`src/rtl/bus_arb_pkg.sv`:
```
// Shared types and helpers for the valid/ready packet arbiter.
// Holds the arbitration state encoding and the index-width rule.
package bus_arb_pkg;

    typedef enum logic [0:0] {
        ARB  = 1'b0,
        LOCK = 1'b1
    } arb_state_e;

    // A single requester still needs a one-bit index.
    function automatic int idx_width(input int n);
        return (n > 1) ? $clog2(n) : 1;
    endfunction

endpackage

```
`src/rtl/bus_rr_pick.sv`:
```
// Rotating-priority picker: the first asserted request found by scanning
// ptr, ptr+1, ... modulo N. Purely combinational.
import bus_arb_pkg::*;

module bus_rr_pick #(
    parameter  int N  = 4,
    localparam int IW = idx_width(N)
) (
    input  logic [N-1:0]  req_i,
    input  logic [IW-1:0] ptr_i,
    output logic          gnt_valid_o,
    output logic [IW-1:0] gnt_idx_o
);

    logic [IW-1:0] cand_s;
    logic [N-1:0]  req_sh_s;

    function automatic logic [IW-1:0] wrap_add(input logic [IW-1:0] base, input int off);
        int sum;
        sum = int'(base) + off;
        return (sum >= N) ? IW'(sum - N) : IW'(sum);
    endfunction

    // Scan from the farthest offset down so the offset closest to ptr wins.
    always_comb begin
        gnt_valid_o = 1'b0;
        gnt_idx_o   = '0;
        cand_s      = '0;
        req_sh_s    = '0;
        for (int off = N - 1; off >= 0; off--) begin
            cand_s   = wrap_add(ptr_i, off);
            req_sh_s = req_i >> cand_s;
            if (req_sh_s[0]) begin
                gnt_valid_o = 1'b1;
                gnt_idx_o   = cand_s;
            end else begin
                gnt_valid_o = gnt_valid_o;
                gnt_idx_o   = gnt_idx_o;
            end
        end
    end

endmodule

```
`src/rtl/bus_vr_arbiter.sv`:
```
// N-to-1 valid/ready packet arbiter: round-robin between packets, locked
// to one owner until its last beat, with a single registered output stage.
import bus_arb_pkg::*;

module bus_vr_arbiter #(
    parameter  int WIDTH = 32,
    parameter  int N     = 4,
    localparam int IW    = idx_width(N)
) (
    input  logic               clk,
    input  logic               rst_n,
    input  logic [N-1:0]       valid_i,
    input  logic [N*WIDTH-1:0] data_i,
    input  logic [N-1:0]       last_i,
    output logic [N-1:0]       ready_o,
    output logic               valid_o,
    output logic [WIDTH-1:0]   data_o,
    output logic [IW-1:0]      id_o,
    output logic               last_o,
    input  logic               ready_i
);

    arb_state_e       state_q, state_d;
    logic [IW-1:0]    ptr_q, ptr_d;
    logic [IW-1:0]    owner_q, owner_d;
    logic             valid_q, valid_d;
    logic [WIDTH-1:0] data_q, data_d;
    logic [IW-1:0]    id_q, id_d;
    logic             last_q, last_d;

    logic             dn_active_s;
    logic             gnt_valid_s;
    logic [IW-1:0]    gnt_idx_s;
    logic [IW-1:0]    sel_idx_s;
    logic             sel_ok_s;
    logic             sel_valid_s;
    logic             sel_last_s;
    logic [WIDTH-1:0] sel_data_s;
    logic [IW-1:0]    ptr_inc_s;
    logic             accept_s;
    logic [N-1:0]       valid_sh_s;
    logic [N-1:0]       last_sh_s;
    logic [N*WIDTH-1:0] data_sh_s;

    bus_rr_pick #(
        .N (N)
    ) u_pick (
        .req_i       (valid_i),
        .ptr_i       (ptr_q),
        .gnt_valid_o (gnt_valid_s),
        .gnt_idx_o   (gnt_idx_s)
    );

    // Select the single requester allowed to move this cycle: the owner while
    // a packet is open, otherwise the round-robin winner.
    always_comb begin
        dn_active_s = ~valid_q | ready_i;
        sel_idx_s   = (state_q == LOCK) ? owner_q : gnt_idx_s;
        sel_ok_s    = (state_q == LOCK) | gnt_valid_s;
        valid_sh_s  = valid_i >> sel_idx_s;
        last_sh_s   = last_i >> sel_idx_s;
        data_sh_s   = data_i >> (int'(sel_idx_s) * WIDTH);
        sel_valid_s = valid_sh_s[0];
        sel_last_s  = last_sh_s[0];
        sel_data_s  = data_sh_s[WIDTH-1:0];
        ptr_inc_s   = (int'(sel_idx_s) >= N - 1) ? '0 : sel_idx_s + IW'(1);
        accept_s    = sel_ok_s & dn_active_s & sel_valid_s;
        if (rst_n && dn_active_s && sel_ok_s) begin
            ready_o = N'(1'b1) << sel_idx_s;
        end else begin
            ready_o = '0;
        end
    end

    // Next-state: the output stage loads only when it is empty or draining;
    // the lock opens on a non-last beat and closes on the owner's last beat.
    always_comb begin
        state_d = state_q;
        ptr_d   = ptr_q;
        owner_d = owner_q;
        valid_d = valid_q;
        data_d  = data_q;
        id_d    = id_q;
        last_d  = last_q;
        if (dn_active_s) begin
            valid_d = accept_s;
            if (accept_s) begin
                data_d = sel_data_s;
                id_d   = sel_idx_s;
                last_d = sel_last_s;
                case (state_q)
                    ARB: begin
                        if (sel_last_s) begin
                            ptr_d = ptr_inc_s;
                        end else begin
                            state_d = LOCK;
                            owner_d = sel_idx_s;
                        end
                    end
                    LOCK: begin
                        if (sel_last_s) begin
                            state_d = ARB;
                            ptr_d   = ptr_inc_s;
                        end else begin
                            state_d = LOCK;
                        end
                    end
                    default: begin
                        state_d = ARB;
                    end
                endcase
            end else begin
                data_d = data_q;
            end
        end else begin
            valid_d = valid_q;
        end
    end

    // Arbitration state and the registered output beat.
    always_ff @(posedge clk or negedge rst_n) begin
        if (!rst_n) begin
            state_q <= ARB;
            ptr_q   <= '0;
            owner_q <= '0;
            valid_q <= 1'b0;
            data_q  <= '0;
            id_q    <= '0;
            last_q  <= 1'b0;
        end else begin
            state_q <= state_d;
            ptr_q   <= ptr_d;
            owner_q <= owner_d;
            valid_q <= valid_d;
            data_q  <= data_d;
            id_q    <= id_d;
            last_q  <= last_d;
        end
    end

    assign valid_o = valid_q;
    assign data_o  = data_q;
    assign id_o    = id_q;
    assign last_o  = last_q;

endmodule

```
`config.mk`:
```
export PLATFORM = sky130hd
export DESIGN_NAME = bus_vr_arbiter
export DESIGN_NICKNAME = d
export VERILOG_FILES = /design/src/rtl/bus_arb_pkg.sv /design/src/rtl/bus_rr_pick.sv /design/src/rtl/bus_vr_arbiter.sv
export SDC_FILE = /design/constraint.sdc
export NUM_CORES = 1
export LEC_CHECK = 0
export ABC_AREA = 1
export CAP_MARGIN = 10
export CORE_UTILIZATION = 38
export CTS_BUF_LIST = sky130_fd_sc_hd__clkbuf_4 sky130_fd_sc_hd__clkbuf_8 sky130_fd_sc_hd__clkbuf_16
export DETAILED_ROUTE_END_ITERATION = 12
export GPL_TIMING_DRIVEN = 1
export PLACE_DENSITY = 0.82
export SYNTH_ARGS = -nofsm -noshare
export SYNTH_HDL_FRONTEND = slang
export SYNTH_SLANG_ARGS = --single-unit
```
`constraint.sdc`:
```
create_clock -name clk -period 2.54 [get_ports clk]
set_input_delay 0.508 -clock clk [delete_from_list [all_inputs] [get_ports clk]]
set_output_delay 0.508 -clock clk [all_outputs]
set_load 0.1 [all_outputs]
```
**Word-level counts from Yosys, hierarchy flattened**

Cells that the tools add are included.

- Register bits after elaboration: 41
- Bits of input ports: 139
- Output and inout bits: 40
- Logic and storage cells: 57

- Add/sub/neg operators: 8
- Magnitude comparators: 5
- Shift operators: 8
- Multiplexer cells: 17
- Bitwise operators: 7
- Reduce and logical (&&, ||, !) cells: 5

Operators by type and width:

| operator | count |
|---|---|
| 128-bit by 7-bit right shift with 32-bit output | 1 |
| 4-bit by 2-bit right shift with 1-bit output | 6 |
| 2-bit two-way mux | 11 |
| 3-bit greater-or-equal comparator, second input constant | 3 |
| 2-bit by 1-bit subtractor with 2-bit output, second input constant | 4 |
| 2-bit by 2-bit adder with 3-bit output, second input constant | 2 |
| 1-bit two-way mux | 5 |
| 4-bit two-way mux | 1 |
| 4-bit AND reduction | 1 |
| 1-bit by 2-bit left shift with 4-bit output, first input constant | 1 |
| 2-bit by 1-bit adder with 3-bit output, second input constant | 1 |
| 2-bit by 3-bit greater-or-equal comparator with 1-bit output, second input constant | 1 |
| 1-bit inverter | 3 |
| 3-bit AND reduction | 1 |
| 2-bit by 1-bit adder with 2-bit output, second input constant | 1 |
| 1-bit bitwise AND | 2 |
| 2-bit greater-or-equal comparator, second input constant | 1 |
| 1-bit logical AND | 2 |
| 1-bit bitwise OR | 2 |
| 2-bit AND reduction | 1 |

**Longest topological paths before layout**

Gate-level depths: netlist of run 1.

- Depth after elaboration: 12
- Mapped depth: 18
- Mapped depth without buffers: 17

**Hierarchy**

Synthesis of run 1 repeated with hierarchy kept, for this count alone.

- Cell total of the unflattened synthesis: 448
- Area, all modules: 2961.6 µm²

Modules (own cells, without submodules):

| module | instances | cells an instance | area each (µm²) | sequential area each (µm²) |
|---|---|---|---|---|
| bus_vr_arbiter | 1 | 402 | 2748.9 | 1026.0 |
| bus_rr_pick | 1 | 46 | 212.7 | 0.0 |

**Worst setup path before layout of run 1**

Ideal clock, no wire load.

- Path kind: input to output
- From: input port valid_i[3]
- To: output port ready_o[0]
- Data arrival time: 2.950 ns
- Data required time: 2.032 ns
- Path slack: -0.918 ns
- Stages on the path: 14
- Path buffers: 2
- Cell sequence: inv_1 -> nand2_1 -> nand3_1 -> nand2_1 -> nand3_1 -> nand2_1 -> nand2_1 -> nand3_2 -> nand2_4 -> buf_4 -> buf_4 -> ha_1 -> inv_1 -> nor2_1

- Cells in the longest elaborated chain, start to end: 8
- Elaborated cells between the ends (all ways): 17
- Classes of those cells: 5 x shift; 10 x mux; 1 x bitwise; 1 x reduce/logical

Ends and longest elaborated chain:

| element | RTL line | source |
|---|---|---|
| from (decl) | bus_vr_arbiter.sv:12 | `input logic [N-1:0] valid_i,` |
| 4-bit by 2-bit right shift with 1-bit output | bus_rr_pick.sv:32 | `req_sh_s = req_i >> cand_s;` |
| 2-bit two-way mux or 1-bit two-way mux (tied branches) (4 in a row) | bus_rr_pick.sv:33 | `if (req_sh_s[0]) begin` |
| 2-bit two-way mux or 1-bit bitwise OR (tied branches) | bus_vr_arbiter.sv:58, bus_vr_arbiter.sv:59 |  |
| 1-bit by 2-bit left shift with 4-bit output or 1-bit logical AND (tied branches) | bus_vr_arbiter.sv:69, bus_vr_arbiter.sv:68 |  |
| 4-bit two-way mux (*) | bus_vr_arbiter.sv:68 | `if (rst_n && dn_active_s && sel_ok_s) begin` |
| to (decl) | bus_vr_arbiter.sv:15 | `output logic [N-1:0] ready_o,` |

Every way passes the cells marked *; elsewhere a longest branch is shown, timed or not.

**Worst setup path in the final report of run 1**

- From: register ptr_q[0]
- To: output port ready_o[3]

- Cells in the longest elaborated chain, start to end: 11
- Elaborated cells between the ends (all ways): 32
- Classes of those cells: 7 x add/sub; 4 x order compare; 5 x shift; 14 x mux; 1 x bitwise; 1 x reduce/logical

Ends and longest elaborated chain:

| element | RTL line | source |
|---|---|---|
| from (decl) | bus_vr_arbiter.sv:24 | `logic [IW-1:0] ptr_q, ptr_d;` |
| from (signal assigned) | bus_vr_arbiter.sv:132 | `ptr_q <= ptr_d;` |
| 2-bit by 2-bit adder with 3-bit output | bus_rr_pick.sv:20 | `sum = int'(base) + off;` |
| 3-bit greater-or-equal comparator or 2-bit by 1-bit subtractor with 2-bit output (tied branches) | bus_rr_pick.sv:21 | `return (sum >= N) ? IW'(sum - N) : IW'(sum);` |
| 2-bit two-way mux | bus_rr_pick.sv:21 |  |
| 4-bit by 2-bit right shift with 1-bit output | bus_rr_pick.sv:32 |  |
| 2-bit two-way mux or 1-bit two-way mux (tied branches) (4 in a row) | bus_rr_pick.sv:33 |  |
| 2-bit two-way mux or 1-bit bitwise OR (tied branches) | bus_vr_arbiter.sv:58, bus_vr_arbiter.sv:59 |  |
| 1-bit by 2-bit left shift with 4-bit output or 1-bit logical AND (tied branches) | bus_vr_arbiter.sv:69, bus_vr_arbiter.sv:68 |  |
| 4-bit two-way mux (*) | bus_vr_arbiter.sv:68 |  |

Marks and branches as above.

==> impl_summary.log, run 1 <==
INFO  metric max_freq = 379 MHz
INFO  metric mostFrequentLayoutCells = sky130_fd_sc_hd__clkdlybuf4s50_1 (133), sky130_fd_sc_hd__nand2_1 (122), sky130_fd_sc_hd__nor2_1 (68), sky130_fd_sc_hd__buf_4 (63), sky130_fd_sc_hd__o21ai_0 (61)
INFO  metric crit_arrival = 2.13 ns
INFO  metric fin_tns_setup = -0.581 ns
INFO  metric outcome = finished with violations
INFO  metric detail-route-antenna-nets = 0
INFO  metric reg2reg_from = ptr_q[0]$_DFFE_PN0P_
INFO  metric floorplan.die.height = 89.4 µm
INFO  metric synth_cells = 436
INFO  metric critical_path.max_fanout = 6
INFO  metric critPathLaunchType = register
INFO  metric initial_core_utilization = 0.396
INFO  metric yosys_warnings = 0
INFO  metric post_synth_and_or_nand_nor_area_fraction = 0.318
INFO  metric route.vias.total = 3812
INFO  metric rsz_0062_raised_after_global_routing = yes
INFO  metric worst_setup_path_end_kind = primary output
INFO  metric final-setup-viol-count = 23
INFO  metric pin_count = 179
INFO  metric grt_first_pass_wirelength = 15600 µm
INFO  metric syn2layout_area_growth = 84.4%
INFO  metric num_antenna_cells = 0
INFO  metric mappedNetlistNets = 579
INFO  metric finish.net_count = 776
INFO  metric drt_first_pass_iters = 4
INFO  metric sinks_on_the_clock_net = 41
INFO  metric drt_iter0_drcs = 202
INFO  metric grt_remaining_overflow = 0
INFO  metric cts_htree_levels = 2
INFO  metric final.min_clock_period = 2.64 ns
INFO  metric worst_setup_hold_path_clk_slew = 0.08 ns
INFO  metric seq_area_frac_synth = 0.353
INFO  metric synth_top_family_by_area = simple AND/OR/NAND/NOR gates
INFO  metric most_frequent_standard_cell_in_the_layout_excluding_fill_and_tap_cells = sky130_fd_sc_hd__clkdlybuf4s50_1
INFO  metric holdCritPathClass = in -> async
INFO  metric floorplan.rows = 31
INFO  metric area_fraction_in_compound_gates_after_synthesis = 0.203
INFO  metric die_width = 89.4 µm
INFO  metric synth_mux_area_frac = 0
INFO  metric place_hpwl = 7530 µm
INFO  metric drt-vias-per-instance = 5.20
INFO  metric fillers = 519
INFO  metric yosys.area_share.adder = 0.0172
INFO  metric gr-usage-all-layers = 0.254
INFO  metric cts.root.buffer_cell = sky130_fd_sc_hd__clkbuf_8
INFO  metric synth_xor_xnor_area_share = 0
INFO  metric grt_start_max_net_pins = 42
INFO  metric floorplan.core_area = 7330 µm²
INFO  metric clock_tree.buffer_depth = 2
INFO  metric yosys_register_bits = 41
INFO  metric worstSkewPairLatency = 0.29 ns
INFO  metric timing_worst_slew_pin_value = 0.520 ns
INFO  metric timing.final.crit_share = 1.04
INFO  metric distinct_cells_synth = 25
INFO  metric cts_made_buffers = 5
INFO  metric place.gp.congestion = 0.883
INFO  metric post_synth_instance_area = 2900 µm²
INFO  metric post-route-drc-count = 0
INFO  metric io_buffers = 178
INFO  metric finalWorstSetupSlack = -0.0979 ns
INFO  metric totalWireLength = 11000 µm
INFO  metric synth.avg_cell_area = 6.66 µm²
INFO  metric drt-wirelength-per-cell = 15.0 µm
INFO  metric worstSetupPathType = reg -> out
INFO  metric die_area = 7990 µm²
INFO  metric tritoncts_clock_tree = yes
INFO  metric number_of_antenna_violations_at_the_first_check_in_global_routing = 0
INFO  metric post_route_cells_drive_above_1_share = 0.224
INFO  metric required = 2.03 ns
INFO  metric finalHoldViolCount = 0
INFO  metric timing.clock.skew = 0.00581 ns
INFO  metric violations = negative setup slack
INFO  metric drv.max_cap_violation_count = 0
INFO  metric worst_slew_margin_rel = 0.653
INFO  metric report.final.slew_viol_count = 0
INFO  metric startpoint = ptr_q[0]$_DFFE_PN0P_
INFO  metric first_global_vias = 3539
path summary, 6_finish.rpt:
| kind | cells past startpoint | end | slack (ns) |
|---|---|---|---|
| max in group asynchronous | 2 | ptr_q[0]$_DFFE_PN0P_ | 1.83 |
| setup / recovery | 13 | ready_o[3] | -0.1 |
| hold / removal | 2 | data_o[0]$_DFFE_PN0P_ | 0.32 |
| min in group clk | 2 | last_o$_DFFE_PN0P_ | 0.49 |
| setup reg to reg | 19 | data_o[6]$_DFFE_PN0P_ | -0.04 |
| hold reg to reg | 2 | last_o$_DFFE_PN0P_ | 0.49 |
per-stage QoR:
step           utilization  area [µm²]  worst slack, ns  cells  hold WS (ns)
6_report             0.730        5350          -0.0979    733         0.321
3_5_place_dp         0.667        4890           -0.451    711         0.466
2_1_floorplan            -        3030          -0.0840    436         0.212
4_1_cts              0.699        5130          -0.0729    726         0.331
5_1_grt              0.730        5350           -0.200    733         0.376
3_3_place_gp         0.667        4890           -0.383    711         0.458
area by class of cell:
type,instances,area (µm²),share of cell area
inverters,23,131,0.0245
clock inverters,2,37.5,0.00701
well taps,99,124,0.0231
flip-flops and latches,41,1030,0.192
multi-input cells,343,1760,0.329
repair buffers,219,2190,0.409
clock buffers,6,82.6,0.0154
critical path: stages, from the launching register on:
cell and delay (ns):
sky130_fd_sc_hd__dfrtp_2 0.47, sky130_fd_sc_hd__buf_6 0.15, sky130_fd_sc_hd__o21ai_4 0.14, sky130_fd_sc_hd__nand2_1 0.07, sky130_fd_sc_hd__nor2_1 0.10, sky130_fd_sc_hd__o21ai_1 0.07
sky130_fd_sc_hd__nand2_1 0.07, sky130_fd_sc_hd__nand2_2 0.06, sky130_fd_sc_hd__nand2_4 0.15, sky130_fd_sc_hd__buf_12 0.12, sky130_fd_sc_hd__ha_4 0.12, sky130_fd_sc_hd__inv_4 0.03
sky130_fd_sc_hd__nor2_4 0.09, sky130_fd_sc_hd__buf_12 0.18
synthesized netlist by cell type, drive strengths merged:
| library cell | number | area share |
|---|---|---|
| dfrtp | 41 | 0.35 |
| nor2 | 72 | 0.093 |
| nand3 | 19 | 0.036 |
| o21ai | 75 | 0.13 |
| o22ai | 32 | 0.069 |
| nand2 | 137 | 0.18 |
| buf | 23 | 0.067 |
| ha | 4 | 0.017 |
| inv | 22 | 0.030 |
| clkbuf | 6 | 0.0078 |
| or2 | 1 | 0.0022 |
| a31oi | 1 | 0.0022 |
| clkinv | 1 | 0.0030 |
| nor3 | 1 | 0.0017 |
| a21oi | 1 | 0.0017 |
timing repair:
item                                    CTS  global route
cloned                                    0             5
endpoints found under the hold margin     0             0
setup buffers                             7             2
pin swaps                                 3             6
endpoints found under the setup margin    7            43
resized for setup                        21            20
hold buffers                              0             0
layer usage:
metal  routed length [µm]  global-route usage  vias to the layer above  part of all wire
met5                    0                   0                        -                 0
met3                  607              0.0388                       28             0.055
met4                  315               0.110                        0             0.029
li1                     -                   -                     1826                 -
met1                 4290               0.287                     1800              0.39
met2                 5790               0.473                      158              0.53
logic make-up after synthesis:
| logic type | Yosys count |
|---|---|
| and+or+nand+nor | 230 |
| AOI/OAI and AO/OA | 109 |
| buffers and inverters | 52 |
| DFF | 41 |
| adders and majority gates | 4 |
registers in the layout, summed over array words and instances (netlist names):
register	count
data_o	32
id_o	2
last_o	1
owner_q	2
ptr_q	2
state_q	1
valid_o	1
Power of run 1 is not shown: default switching activity piles up to over one toggle a cycle in this logic, so the estimate is an artifact.
==> run 2, diff against run 1 <==
--- a/config.mk
+++ b/config.mk
@@ -7,11 +7,12 @@
 export LEC_CHECK = 0
 export ABC_AREA = 1
 export CAP_MARGIN = 10
-export CORE_UTILIZATION = 38
+export CORE_UTILIZATION = 41
 export CTS_BUF_LIST = sky130_fd_sc_hd__clkbuf_4 sky130_fd_sc_hd__clkbuf_8 sky130_fd_sc_hd__clkbuf_16
+export CTS_CLUSTER_SIZE = 40
 export DETAILED_ROUTE_END_ITERATION = 12
 export GPL_TIMING_DRIVEN = 1
-export PLACE_DENSITY = 0.82
+export PLACE_DENSITY = 0.88
 export SYNTH_ARGS = -nofsm -noshare
 export SYNTH_HDL_FRONTEND = slang
 export SYNTH_SLANG_ARGS = --single-unit
==> constraint.sdc (replaced) <==
create_clock -name clk -period 3.4 [get_ports clk]
set_input_delay 0.68 -clock clk [delete_from_list [all_inputs] [get_ports clk]]
set_output_delay 0.68 -clock clk [all_outputs]
set_load 0.1 [all_outputs]
==> run 2 against run 1 <==
Against the previous run:
- the run now ends clean
- non-clock buffer count decreased by 26
- register-to-register slack improved by 0.80 ns
- final area decreased by 11%
- clock-buffer cell count increased by 1
- clock skew decreased by 0.0032 ns
- sequential share of layout area increased by 2.2 points
- worst setup slack improved by 0.23 ns
- routed wire length decreased by 15%
- highest routed layer unchanged
- first-iteration DRC count increased by 5.4%
- hold slack improved by 0.16 ns
- critical path type is now in -> out
- die area decreased by 7.2%
==> impl_summary.log, run 2 (same netlist as run 1, synthesis figures left out) <==
INFO  metric timing.clock.skew = 0.00265 ns
INFO  metric hold_ws = 0.483 ns
INFO  metric worst_setup_path_end_kind = primary output
INFO  metric route.vias.total = 3533
INFO  metric final-setup-viol-count = 0
INFO  metric pin_count = 179
INFO  metric holdCritPathClass = reg -> reg
INFO  metric max_freq = 306 MHz
INFO  metric timing.final.crit_share = 0.962
INFO  metric num_antenna_cells = 0
INFO  metric cts.root.buffer_cell = sky130_fd_sc_hd__clkbuf_8
INFO  metric gr-usage-all-layers = 0.252
INFO  metric most_frequent_standard_cell_in_the_layout_excluding_fill_and_tap_cells = sky130_fd_sc_hd__clkdlybuf4s50_1
INFO  metric first_global_vias = 3243
INFO  metric io_buffers = 178
INFO  metric detail-route-antenna-nets = 0
INFO  metric worstSetupPathType = in -> out
INFO  metric timing_worst_slew_pin_value = 0.978 ns
INFO  metric finalHoldViolCount = 0
INFO  metric worstSkewPairLatency = 0.28 ns
INFO  metric worst_setup_hold_path_clk_slew = 0.07 ns
INFO  metric max_reg_flops = 32
INFO  metric crit_arrival = 2.59 ns
INFO  metric post-route-drc-count = 0
INFO  metric number_of_antenna_violations_at_the_first_check_in_global_routing = 0
INFO  metric syn2layout_area_growth = 64.9%
INFO  metric report.final.slew_viol_count = 0
INFO  metric post_route_cells_drive_above_1_share = 0.124
INFO  metric grt_start_max_net_pins = 48
INFO  metric drt_first_pass_iters = 5
INFO  metric cts_htree_levels = 2
INFO  metric floorplan.die.height = 86.1 µm
INFO  metric critical_path.max_fanout = 8
INFO  metric clock_tree.buffer_depth = 2
INFO  metric tritoncts_clock_tree = yes
INFO  metric critPathLaunchType = input port
INFO  metric totalWireLength = 9320 µm
INFO  metric cts_made_buffers = 5
INFO  metric initial_core_utilization = 0.425
INFO  metric drt_iter0_drcs = 213
INFO  metric finish.net_count = 750
INFO  metric place.gp.congestion = 0.913
INFO  metric outcome = completed
INFO  metric mostFrequentLayoutCells = sky130_fd_sc_hd__clkdlybuf4s50_1 (144), sky130_fd_sc_hd__nand2_1 (132), sky130_fd_sc_hd__nor2_1 (68), sky130_fd_sc_hd__o21ai_0 (62), sky130_fd_sc_hd__buf_4 (44)
INFO  metric die_area = 7420 µm²
INFO  metric floorplan.rows = 30
INFO  metric floorplan.core_area = 6830 µm²
INFO  metric drt-vias-per-instance = 5.03
INFO  metric drv.max_cap_violation_count = 0
INFO  metric grt_first_pass_wirelength = 14800 µm
INFO  metric drt-wirelength-per-cell = 13.3 µm
INFO  metric die_width = 86.1 µm
INFO  metric worst_slew_margin_rel = 0.346
INFO  metric final.min_clock_period = 3.27 ns
INFO  metric place_hpwl = 7110 µm
INFO  metric required = 2.72 ns
INFO  metric grt_remaining_overflow = 0
INFO  metric sinks_on_the_clock_net = 41
==> run 2: cell type report <==
type | instances | area (µm²)
Inverter | 23 | 98.8
Timing Repair Buffer | 193 | 1860
Tap cell | 96 | 120
Sequential cell | 41 | 1030
Multi-Input combinational cell | 343 | 1600
Clock buffer | 7 | 90.1
Fill cell | 572 | 2040
==> run 2: what timing repair did <==
action	4_1_cts	5_1_grt
hold endpoints to repair	0	0
resized for setup	0	4
hold buffers	0	0
setup buffers	0	4
endpoints found under the setup margin	0	3
==> run 2: metal layers <==
| metal | part of all wire | wire length (µm) | GRT usage | vias up |
|---|---|---|---|---|
| li1 | - | - | - | 1769 |
| met1 | 0.40 | 3740 | 0.304 | 1607 |
| met2 | 0.52 | 4820 | 0.445 | 136 |
| met3 | 0.056 | 526 | 0.0462 | 21 |
| met4 | 0.025 | 236 | 0.0924 | 0 |
| met5 | 0 | 0 | 0 | - |
==> run 2: final timing paths <==
kind / depth (start not counted) / start / slack, ns / endpoint
worst max-delay path: 15 / valid_i[0] / 0.13 / ready_o[1]
worst min register to register: 2 / data_o[29]$_DFFE_PN0P_ / 0.48 / data_o[29]$_DFFE_PN0P_
max in group asynchronous: 2 / rst_n / 2.54 / data_o[14]$_DFFE_PN0P_
worst min-delay path: 2 / data_o[29]$_DFFE_PN0P_ / 0.48 / data_o[29]$_DFFE_PN0P_
worst max register to register: 17 / ptr_q[0]$_DFFE_PN0P_ / 0.76 / valid_o$_DFFE_PN0N_
min in group asynchronous: 2 / rst_n / 0.49 / id_o[0]$_DFFE_PN0P_
==> run 2: critical path, cell delays in order <==
cell	delay, ns
sky130_fd_sc_hd__clkdlybuf4s50_1	0.48
sky130_fd_sc_hd__inv_1	0.07
sky130_fd_sc_hd__nand2_1	0.09
sky130_fd_sc_hd__nand3_1	0.10
sky130_fd_sc_hd__nand2_1	0.12
sky130_fd_sc_hd__nand3_2	0.08
sky130_fd_sc_hd__nand2_1	0.07
sky130_fd_sc_hd__nand2_1	0.08
sky130_fd_sc_hd__nand3_4	0.16
sky130_fd_sc_hd__nand2_8	0.09
sky130_fd_sc_hd__inv_4	0.07
sky130_fd_sc_hd__ha_1	0.13
sky130_fd_sc_hd__inv_1	0.04
sky130_fd_sc_hd__nor2_2	0.14
sky130_fd_sc_hd__buf_12	0.19
==> run 2: per-stage QoR <==
stage / utilization / TNS (ns) / cells / instance area [µm²] / worst slack [ns]
floorplan: - / 0 / 436 / 2910 / 0.0506
global placement: 0.680 / 0 / 692 / 4640 / 0.193
detailed placement: 0.680 / 0 / 692 / 4640 / 0.157
CTS: 0.693 / 0 / 699 / 4730 / 0.142
global route: 0.701 / -0.0576 / 703 / 4790 / -0.0289
finish: 0.701 / 0 / 703 / 4790 / 0.129
Power of run 2 is left out for the same reason.
